**src/rtl/er_frame_sched_if.sv**
```systemverilog
// er_frame_sched_if: control, engine handshake and status signals of the frame scheduler
interface er_frame_sched_if;
  logic        run;
  logic        continuous;
  logic        frame_tick;
  logic        clr_start;
  logic        clr_done;
  logic        er_start;
  logic        er_done;
  logic        busy;
  logic [15:0] frames_drawn;
  logic [7:0]  overruns;
  logic        timeout;
  modport master (
    input  run, continuous, frame_tick, clr_done, er_done,
    output clr_start, er_start, busy, frames_drawn, overruns, timeout
  );
  modport slave (
    output run, continuous, frame_tick, clr_done, er_done,
    input  clr_start, er_start, busy, frames_drawn, overruns, timeout
  );
endinterface

```
**src/rtl/er_frame_sched.sv**
```systemverilog
// er_frame_sched: frame-synchronous clear-then-draw scheduler for the Earthrise engine
module er_frame_sched #(
  parameter int FRAME_DIV = 1,
  parameter bit CLEAR_EN  = 1'b1,
  parameter int WDOG_W    = 20
) (
  input logic              clk_sys,
  input logic              rst_sys,
  er_frame_sched_if.master bus
);
  typedef enum logic [2:0] {IDLE, ARM, CLEAR, CLR_WAIT, DRAW, ER_WAIT} state_t;
  localparam logic [7:0] DIV_LAST = 8'(FRAME_DIV - 1);
  state_t state_q, state_d;
  logic [7:0] div_q, div_d;
  logic [WDOG_W-1:0] wdog_q, wdog_d;
  logic [15:0] frames_q, frames_d;
  logic [7:0] overruns_q, overruns_d;
  logic timeout_q, timeout_d;
  logic clr_start_q, clr_start_d;
  logic er_start_q, er_start_d;
  logic busy_q, busy_d;
  always_comb begin
    state_d    = state_q;
    div_d      = div_q;
    wdog_d     = wdog_q + 1'b1;
    frames_d   = frames_q;
    timeout_d  = timeout_q;
    overruns_d = (bus.frame_tick && busy_q && overruns_q != 8'hFF) ? overruns_q + 8'd1 : overruns_q;
    case (state_q)
      IDLE: if (bus.run) begin
        state_d    = ARM;
        div_d      = 8'd0;
        overruns_d = 8'd0;
        timeout_d  = 1'b0;
      end
      ARM: if (!bus.run) state_d = IDLE;
        else if (bus.frame_tick) begin
          div_d   = (div_q == DIV_LAST) ? 8'd0 : div_q + 8'd1;
          state_d = (div_q != DIV_LAST) ? ARM : CLEAR_EN ? CLEAR : DRAW;
        end
      CLEAR: begin
        state_d = CLR_WAIT;
        wdog_d  = '0;
      end
      CLR_WAIT: if (bus.clr_done) state_d = DRAW;
        else if (wdog_q == '1) begin
          timeout_d = 1'b1;
          state_d   = IDLE;
        end
      DRAW: begin
        state_d = ER_WAIT;
        wdog_d  = '0;
      end
      ER_WAIT: if (bus.er_done) begin
          frames_d = frames_q + 16'd1;
          state_d  = (bus.run && bus.continuous) ? ARM : IDLE;
        end else if (wdog_q == '1) begin
          timeout_d = 1'b1;
          state_d   = IDLE;
        end
      default: state_d = IDLE;
    endcase
    clr_start_d = state_d == CLEAR;
    // er_start trails DRAW by a cycle, so it shows while the draw is already being waited on
    er_start_d  = state_q == DRAW;
    busy_d      = state_d inside {CLEAR, CLR_WAIT, DRAW, ER_WAIT};
  end
  always_ff @(posedge clk_sys) begin
    if (rst_sys) begin
      state_q     <= IDLE;
      div_q       <= 8'd0;
      wdog_q      <= '0;
      frames_q    <= 16'd0;
      overruns_q  <= 8'd0;
      timeout_q   <= 1'b0;
      clr_start_q <= 1'b0;
      er_start_q  <= 1'b0;
      busy_q      <= 1'b0;
    end else begin
      state_q     <= state_d;
      div_q       <= div_d;
      wdog_q      <= wdog_d;
      frames_q    <= frames_d;
      overruns_q  <= overruns_d;
      timeout_q   <= timeout_d;
      clr_start_q <= clr_start_d;
      er_start_q  <= er_start_d;
      busy_q      <= busy_d;
    end
  end
  assign bus.clr_start    = clr_start_q;
  assign bus.er_start     = er_start_q;
  assign bus.busy         = busy_q;
  assign bus.frames_drawn = frames_q;
  assign bus.overruns     = overruns_q;
  assign bus.timeout      = timeout_q;
endmodule

```
**src/flat_wrapper.sv**
```systemverilog
// flat-port wrapper written by rule: the top's interface ports become plain ports
module er_frame_sched_flat 
#(
  parameter int FRAME_DIV = 1,
  parameter bit CLEAR_EN  = 1'b1,
  parameter int WDOG_W    = 20
)
  (clk_sys, rst_sys, bus_run, bus_continuous, bus_frame_tick, bus_clr_done, bus_er_done, bus_clr_start, bus_er_start, bus_busy, bus_frames_drawn, bus_overruns, bus_timeout);
  er_frame_sched_if bus_i ();
  input logic clk_sys;
  input logic rst_sys;
  input wire logic [$bits(bus_i.run)-1:0] bus_run;
  input wire logic [$bits(bus_i.continuous)-1:0] bus_continuous;
  input wire logic [$bits(bus_i.frame_tick)-1:0] bus_frame_tick;
  input wire logic [$bits(bus_i.clr_done)-1:0] bus_clr_done;
  input wire logic [$bits(bus_i.er_done)-1:0] bus_er_done;
  output wire logic [$bits(bus_i.clr_start)-1:0] bus_clr_start;
  output wire logic [$bits(bus_i.er_start)-1:0] bus_er_start;
  output wire logic [$bits(bus_i.busy)-1:0] bus_busy;
  output wire logic [$bits(bus_i.frames_drawn)-1:0] bus_frames_drawn;
  output wire logic [$bits(bus_i.overruns)-1:0] bus_overruns;
  output wire logic [$bits(bus_i.timeout)-1:0] bus_timeout;
  assign bus_i.run = bus_run;
  assign bus_i.continuous = bus_continuous;
  assign bus_i.frame_tick = bus_frame_tick;
  assign bus_i.clr_done = bus_clr_done;
  assign bus_i.er_done = bus_er_done;
  assign bus_clr_start = bus_i.clr_start;
  assign bus_er_start = bus_i.er_start;
  assign bus_busy = bus_i.busy;
  assign bus_frames_drawn = bus_i.frames_drawn;
  assign bus_overruns = bus_i.overruns;
  assign bus_timeout = bus_i.timeout;
  er_frame_sched #(.FRAME_DIV(FRAME_DIV), .CLEAR_EN(CLEAR_EN), .WDOG_W(WDOG_W)) u_core (.clk_sys(clk_sys), .rst_sys(rst_sys), .bus(bus_i));
endmodule
```
**config.mk**
```make
export PLATFORM = sky130hd
export DESIGN_NAME = er_frame_sched_flat
export DESIGN_NICKNAME = d
export VERILOG_FILES = /design/src/rtl/er_frame_sched_if.sv /design/src/rtl/er_frame_sched.sv /design/src/flat_wrapper.sv
export SDC_FILE = /design/constraint.sdc
export NUM_CORES = 1
export LEC_CHECK = 0
export ABC_AREA = 1
export BUFFER_PORTS_ARGS = -buffer_cell sky130_fd_sc_hd__buf_4
export CORE_MARGIN = 2
export CORE_UTILIZATION = 62
export CTS_CLUSTER_DIAMETER = 60
export DETAILED_ROUTE_END_ITERATION = 6
export HOLD_SLACK_MARGIN = 0.05
export PLACE_DENSITY = 0.84
export SYNTH_ARGS = -nofsm -noshare
export SYNTH_HDL_FRONTEND = slang
export SYNTH_SLANG_ARGS = --single-unit
```
**constraint.sdc**
```tcl
create_clock -name clk_sys -period 2.7 [get_ports clk_sys]
set_input_delay 0.135 -clock clk_sys [delete_from_list [all_inputs] [get_ports clk_sys]]
set_output_delay 0.135 -clock clk_sys [all_outputs]
set_load 0.005 [all_outputs]
```
# After elaboration in Yosys (flattened, before gate mapping)
# Cells that the tools add are included.
dict set report word_totals {
  register_bits 59
  in_bits 7
  output_inout_bits 28
  wordCells 64
}
dict set report op_classes {
  add_sub_neg 4
  n_eq_ne 16
  muxes 22
  reduce_logical 13
}
# operator count
set ops {}
lappend ops {{$mux W8} 7}
lappend ops {{$add A20 B1 Y20 const B} 1}
lappend ops {{$eq A20 B20 Y1 const B} 1}
lappend ops {{$mux W3} 6}
lappend ops {{$pmux W3 S6} 1}
lappend ops {{$add A16 B1 Y16 const B} 1}
lappend ops {{$add A8 B1 Y8 const B} 2}
lappend ops {{$pmux W8 S2} 1}
lappend ops {{$eq A3 B2 Y1 const B} 4}
lappend ops {{$eq A3 B3 Y1 const B} 4}
lappend ops {{$ne A2 B2 Y1 const B} 5}
lappend ops {{$logic_not A8 Y1} 1}
lappend ops {{$ne A8 B8 Y1 const B} 1}
lappend ops {{$reduce_and A4 Y1} 2}
lappend ops {{$reduce_bool A8 Y1} 1}
lappend ops {{$mux W1} 5}
lappend ops {{$reduce_bool A4 Y1} 1}
lappend ops {{$eq A3 B1 Y1 const B} 1}
lappend ops {{$logic_and A1 B1 Y1} 3}
lappend ops {{$logic_not A3 Y1} 1}
lappend ops {{$pmux W1 S3} 1}
lappend ops {{$reduce_bool A3 Y1} 1}
lappend ops {{$reduce_or A3 Y1} 1}
lappend ops {{$mux W2} 1}
lappend ops {{other kinds (2)} 2}

# Depth between registers and ports, before layout
dict set report depth {
  word_depth 7
  mapped_depth 10
}

# Worst setup path before layout
# OpenSTA, ideal clock, no wires.
dict set report synth_path {
  path_kind {register to register}
  start {register u_core.wdog_q[0]}
  end {register u_core.state_q[0]}
  arrival_ns 1.342
  required_ns 2.590
  path_slack_ns 1.248
  stages_incl_launch_ff 9
  path_buffers 0
  path_cell_list {dfxtp_1 > ha_1 > nand3_2 > nor2_4 > nand3_1 > a21oi_1 > nand3_1 > nand2_1 > inv_1}
}
dict set report synth_between {
  elab_chain_cells 4
  word_cells_on_any_way 5
  classes_between {eq/ne: 1; mux: 4}
}
# element line
set synth_rtl {}
lappend synth_rtl {{start, declared} er_frame_sched.sv:15} ;# logic [WDOG_W-1:0] wdog_q, wdog_d;
lappend synth_rtl {{start signal, assigned} er_frame_sched.sv:82} ;# wdog_q <= wdog_d;
lappend synth_rtl {{$eq A20 B20 Y1 *} {er_frame_sched.sv:46, er_frame_sched.sv:57}}
lappend synth_rtl {{$mux W3 *} {er_frame_sched.sv:46, er_frame_sched.sv:57}}
lappend synth_rtl {{$mux W3 (on tied branches)} {er_frame_sched.sv:54, er_frame_sched.sv:45}}
lappend synth_rtl {{$pmux W3 S6 *} er_frame_sched.sv:29} ;# case (state_q)
lappend synth_rtl {{end signal, assigned} er_frame_sched.sv:80} ;# state_q <= state_d;
lappend synth_rtl {{end, declared} er_frame_sched.sv:13} ;# state_t state_q, state_d;
# Every way passes the cells marked *; elsewhere a longest branch is shown, timed or not.
# A chain may end at the register's enable or synchronous reset.

# Worst setup path after layout
dict set report layout_path {
  start {register u_core.overruns_q[0], in the netlist u_core.bus.overruns[0]}
  end {register u_core.overruns_q[2], in the netlist u_core.bus.overruns[2]}
}
dict set report layout_between {
  elab_chain_cells 5
  word_cells_on_any_way 6
  classes_between {add/sub: 1; eq/ne: 1; mux: 3; reduce/logical: 1}
}
# element line
set layout_rtl {}
lappend layout_rtl {{start, declared} er_frame_sched.sv:17} ;# logic [7:0] overruns_q, overruns_d;
lappend layout_rtl {{start signal, assigned} er_frame_sched.sv:84} ;# overruns_q <= overruns_d;
lappend layout_rtl {{parallel branches: the longest is 2 deep, another holds $add A8 B1 Y8} n/a}
lappend layout_rtl {{$mux W8 *} er_frame_sched.sv:28} ;# overruns_d = (bus.frame_tick && busy_q && overruns_q != 8'hFF) ? overruns_q + 8'd1 : overruns_q;
lappend layout_rtl {{$mux W8} er_frame_sched.sv:30} ;# IDLE: if (bus.run) begin
lappend layout_rtl {{$mux W8 *} er_frame_sched.sv:29}
# Mark *: on every way between the ends.

==> flow_metrics.py <==
metrics = {
    "status": {
        "status": "completed",
    },
    "floorplan": {
        "dieHeight_um": 73.7,
        "start_util_pct": 64.3,
        "dieWidth_um": 73.7,
        "die-area_mm2": 0.00544,
        "fp-row-count": 25,
        "core_mm2": 0.00469,
        "io_pins": 35,
    },
    "drt": {
        "first_pass_iters": 4,
        "dr.first_iter.drc_count": 115,
        "routed_wl_mm": 6.44,
        "via_per_inst": 5.16,
        "ant_nets": 0,
        "remaining_drc_errors": 0,
        "wl_per_cell_um": 12.0,
        "vias": 2778,
    },
    "critical_path": {
        "path_common_cell": "nand2_1",
        "end_kind": "flop",
        "timing.critical_path.fanout_max": 11,
        "start_kind": "flop",
        "max_stage_delay_ns": 0.60,
        "crit-reg2reg-launch": "u_core.bus.overruns[0]$_SDFF_PP0_",
        "critical_path.top_delay_family": "compound AO/OA/AOI/OAI gates",
        "cp.required_ns": 2.94,
        "worstSetupStartpoint": "u_core.bus.overruns[0]$_SDFF_PP0_",
        "critPathSlowestCell": "a21oi_1",
        "arrival_ns": 2.10,
        "worstSetupPathType": "reg2reg",
        "crit_chain": "ha_1, nand2_1, inv_1, nand2_1, nor2_2, a21oi_1, nand2_1, nor2_1, nor2_1",
        "cp_num_buf_inv": 1,
    },
    "sta": {
        "fin_crit_sh_pct": 68.6,
        "final_max_slew_viol_count": 0,
        "period_minus_slack_ns": 1.85,
        "hold_viol": 0,
        "slew_headroom_pct": 48.2,
        "worst_pin_slew_ns": 0.777,
        "max_freq_mhz": 540,
        "fin_skew_ns": 0.00751,
        "setup_viol": 0,
        "rsz0062_at_grt": "no",
        "setup_tns_ns": 0,
    },
    "synthesis": {
        "yosysUniqueCellTypes": 34,
        "synth_edf_count": 0,
        "synth.area.top_cells": "dfxtp_1 39%, nand2_1 14%, nor2_1 7.7%",
        "ys_seq_elements": 59,
        "netlist_area_mm2": 0.00302,
        "synth_cells": 438,
        "synthFlopType": "dfxtp_1",
        "syn_nets": 450,
        "seq_area_frac_synth_pct": 39.2,
        "yosysTopAreaCellShare_pct": 39.2,
        "yosys_warnings": 0,
        "synth_area_per_cell_um2": 6.88,
        "postSynth.asyncResetShare_pct": 0,
        "synth.largest_area_cell": "dfxtp_1",
    },
    "power_and_ir_drop": {
        "p_clk_share_pct": 47.8,
        "p_total_w": 0.00192,
        "seqPwrFrac_pct": 46.7,
        "combPwrFrac_pct": 5.5,
        "p_switching_w": 0.000436,
        "peakVddDrop_mv": 0.400,
        "intPower_w": 0.00148,
        "p_leak_nw": 1.50,
        "powerDensity_mw_per_mm2": 542,
        "switching_share_pct": 22.7,
    },
    "clock_tree": {
        "h-tree-depth": 3,
        "cts_root_buf": "clkbuf_8",
        "cts_tree": "done",
        "clk_pin_slew_ns": 0.07,
        "cts.sinks": 59,
        "post_cts_buffers": 0,
        "ctsResizeCount": 0,
        "clock_latency_ns": 0.35,
        "cts-buffers-inserted": 9,
        "hold_buffers": 0,
        "clockBufferDepth": 2,
    },
    "layout": {
        "n_antenna_cell": 0,
        "drive_gt1_share_pct": 16.1,
        "final_nets": 491,
        "fillers": 368,
        "final_util_pct": 75.5,
        "multi_input_comb_area_mm2": 0.00159,
        "regArea_mm2": 0.00118,
        "syn_to_final_growth_pct": 17.5,
    },
    "global_route": {
        "grt_pass1_vias": 2475,
        "antenna_found_initial": 0,
        "grt_overflow": 0,
        "grt_max_degree": 20,
        "track_usage_pct": 25.2,
        "grt_pass1_wl_mm": 10.5,
    },
    "placed_design": {
        "hpwl_mm": 4.60,
        "port_buffers": 34,
        "gp_routability_congestion": 0.913,
    },
    "worst_hold_path": {
        "min_path_type": "in2reg",
        "holdCritStartpoint": "rst_sys",
    },
    "job": {
        "maxCapViolCount": 0,
    },
}
## worst paths after layout
kind | endpoint | slack, ns | depth (start not counted)
min reg2reg | u_core.bus.overruns[5]$_SDFF_PP0_ | 0.48 | 2
max | u_core.bus.overruns[2]$_SDFF_PP0_ | 0.85 | 9
max reg2reg | u_core.bus.overruns[2]$_SDFF_PP0_ | 0.85 | 9
min | u_core.bus.frames_drawn[6]$_SDFFE_PP0P_ | 0.07 | 2
## sequential cells by signal, summed over array words and instances, names as in the netlist
signal and cells:
u_core.bus.busy 1, u_core.bus.clr_start 1, u_core.bus.er_start 1, u_core.bus.frames_drawn 16, u_core.bus.overruns 8, u_core.bus.timeout 1, u_core.div_q 8, u_core.state_q 3
u_core.wdog_q 20
## layout by cell type (no fill, tap or decap), types with 3 or more instances in the layout
cell type / netlist / final
o21a_1: 3 / 3
nor2_1: 62 / 62
nand3b_1: 3 / 3
clkinv_2: 0 / 3
buf_4: 0 / 35
dfxtp_1: 59 / 59
o21ai_0: 16 / 16
nand4_1: 8 / 8
nor2_2: 5 / 5
nand3_1: 24 / 24
nand2_2: 4 / 4
nor3b_1: 3 / 3
clkbuf_8: 0 / 11
ha_1: 5 / 5
xor2_1: 12 / 12
nand2_1: 109 / 109
nor3_1: 11 / 11
inv_1: 54 / 54
a21oi_1: 31 / 31
inv_2: 4 / 4
## stage by stage
step	cell area (um2)	std cells	worst slack, ns	hold slack, ns
final	3540	538	0.847	0.0719
after global routing	3540	538	0.619	0.0866
after CTS	3540	538	0.840	0.0680
after detailed placement	3320	522	0.878	0.430
after global placement	3320	522	0.967	0.428
after floorplan	3020	438	1.25	0.307
## worst reg2reg max path: cells and delay by family, from the launching register on
kind,cells,cell delay (ns)
AOI/OAI and AO/OA,1,0.60
and+or+nand+nor,6,0.53
DFF,1,0.35
adders and majority gates,1,0.22
buffers and inverters,1,0.04
## routing by layer
layer / share of wire (%) / GRT usage, %
met5: 0 / 0
met1: 45 / 29.3
met2: 49 / 43.2
met3: 4.7 / 5.35
met4: 1.6 / 13.3
## power groups by stage
stage / registers [W] / clock network [W] / logic [W]
after floorplan: 0.000913 / 0 / 0.0000761
after global placement: 0.000915 / 0 / 0.000101
after detailed placement: 0.000916 / 0 / 0.000104
after CTS: 0.000897 / 0.000924 / 0.000106
after global routing: 0.000898 / 0.000960 / 0.000118
final: 0.000897 / 0.000917 / 0.000106
## Yosys cell counts, types with 2 or more instances
| master | number |
|---|---|
| a21oi_1 | 31 |
| buf_2 | 2 |
| clkbuf_1 | 2 |
| dfxtp_1 | 59 |
| ha_1 | 5 |
| inv_1 | 54 |
| inv_2 | 4 |
| nand2_1 | 109 |
| nand2_2 | 4 |
| nand2_4 | 2 |
| nand3_1 | 24 |
| nand3_2 | 2 |
| nand3b_1 | 3 |
| nand4_1 | 8 |
| nor2_1 | 62 |
| nor2_2 | 5 |
| nor2_4 | 2 |
| nor3_1 | 11 |
| nor3_2 | 2 |
| nor3b_1 | 3 |
| nor3b_2 | 2 |
| o21a_1 | 3 |
| o21ai_0 | 16 |
| or2_2 | 2 |
| xor2_1 | 12 |
## cell type report
| class | instances | share of cell area, % |
|---|---|---|
| Inverter | 58 | 6.14 |
| Tap cell | 54 | 1.91 |
| Clock buffer | 11 | 4.27 |
| Timing Repair Buffer | 35 | 7.42 |
| Sequential cell | 59 | 33.3 |
| Multi-Input combinational cell | 316 | 44.8 |
| Clock inverter | 5 | 2.12 |
## cell families (layout without fill, tap and decap cells)
| kind of cell | Yosys count | in the layout | share of synthesized area [%] |
|---|---|---|---|
| xor gates and xnor gates | 13 | 13 | 3.78 |
| DFF | 59 | 59 | 39.2 |
| and+or+nand+nor | 245 | 245 | 37.3 |
| buffers and inverters | 63 | 109 | 8.17 |
| adders and majority gates | 5 | 5 | 2.07 |
| AOI/OAI and AO/OA | 53 | 53 | 9.46 |
(Power assumes the default switching activity.)
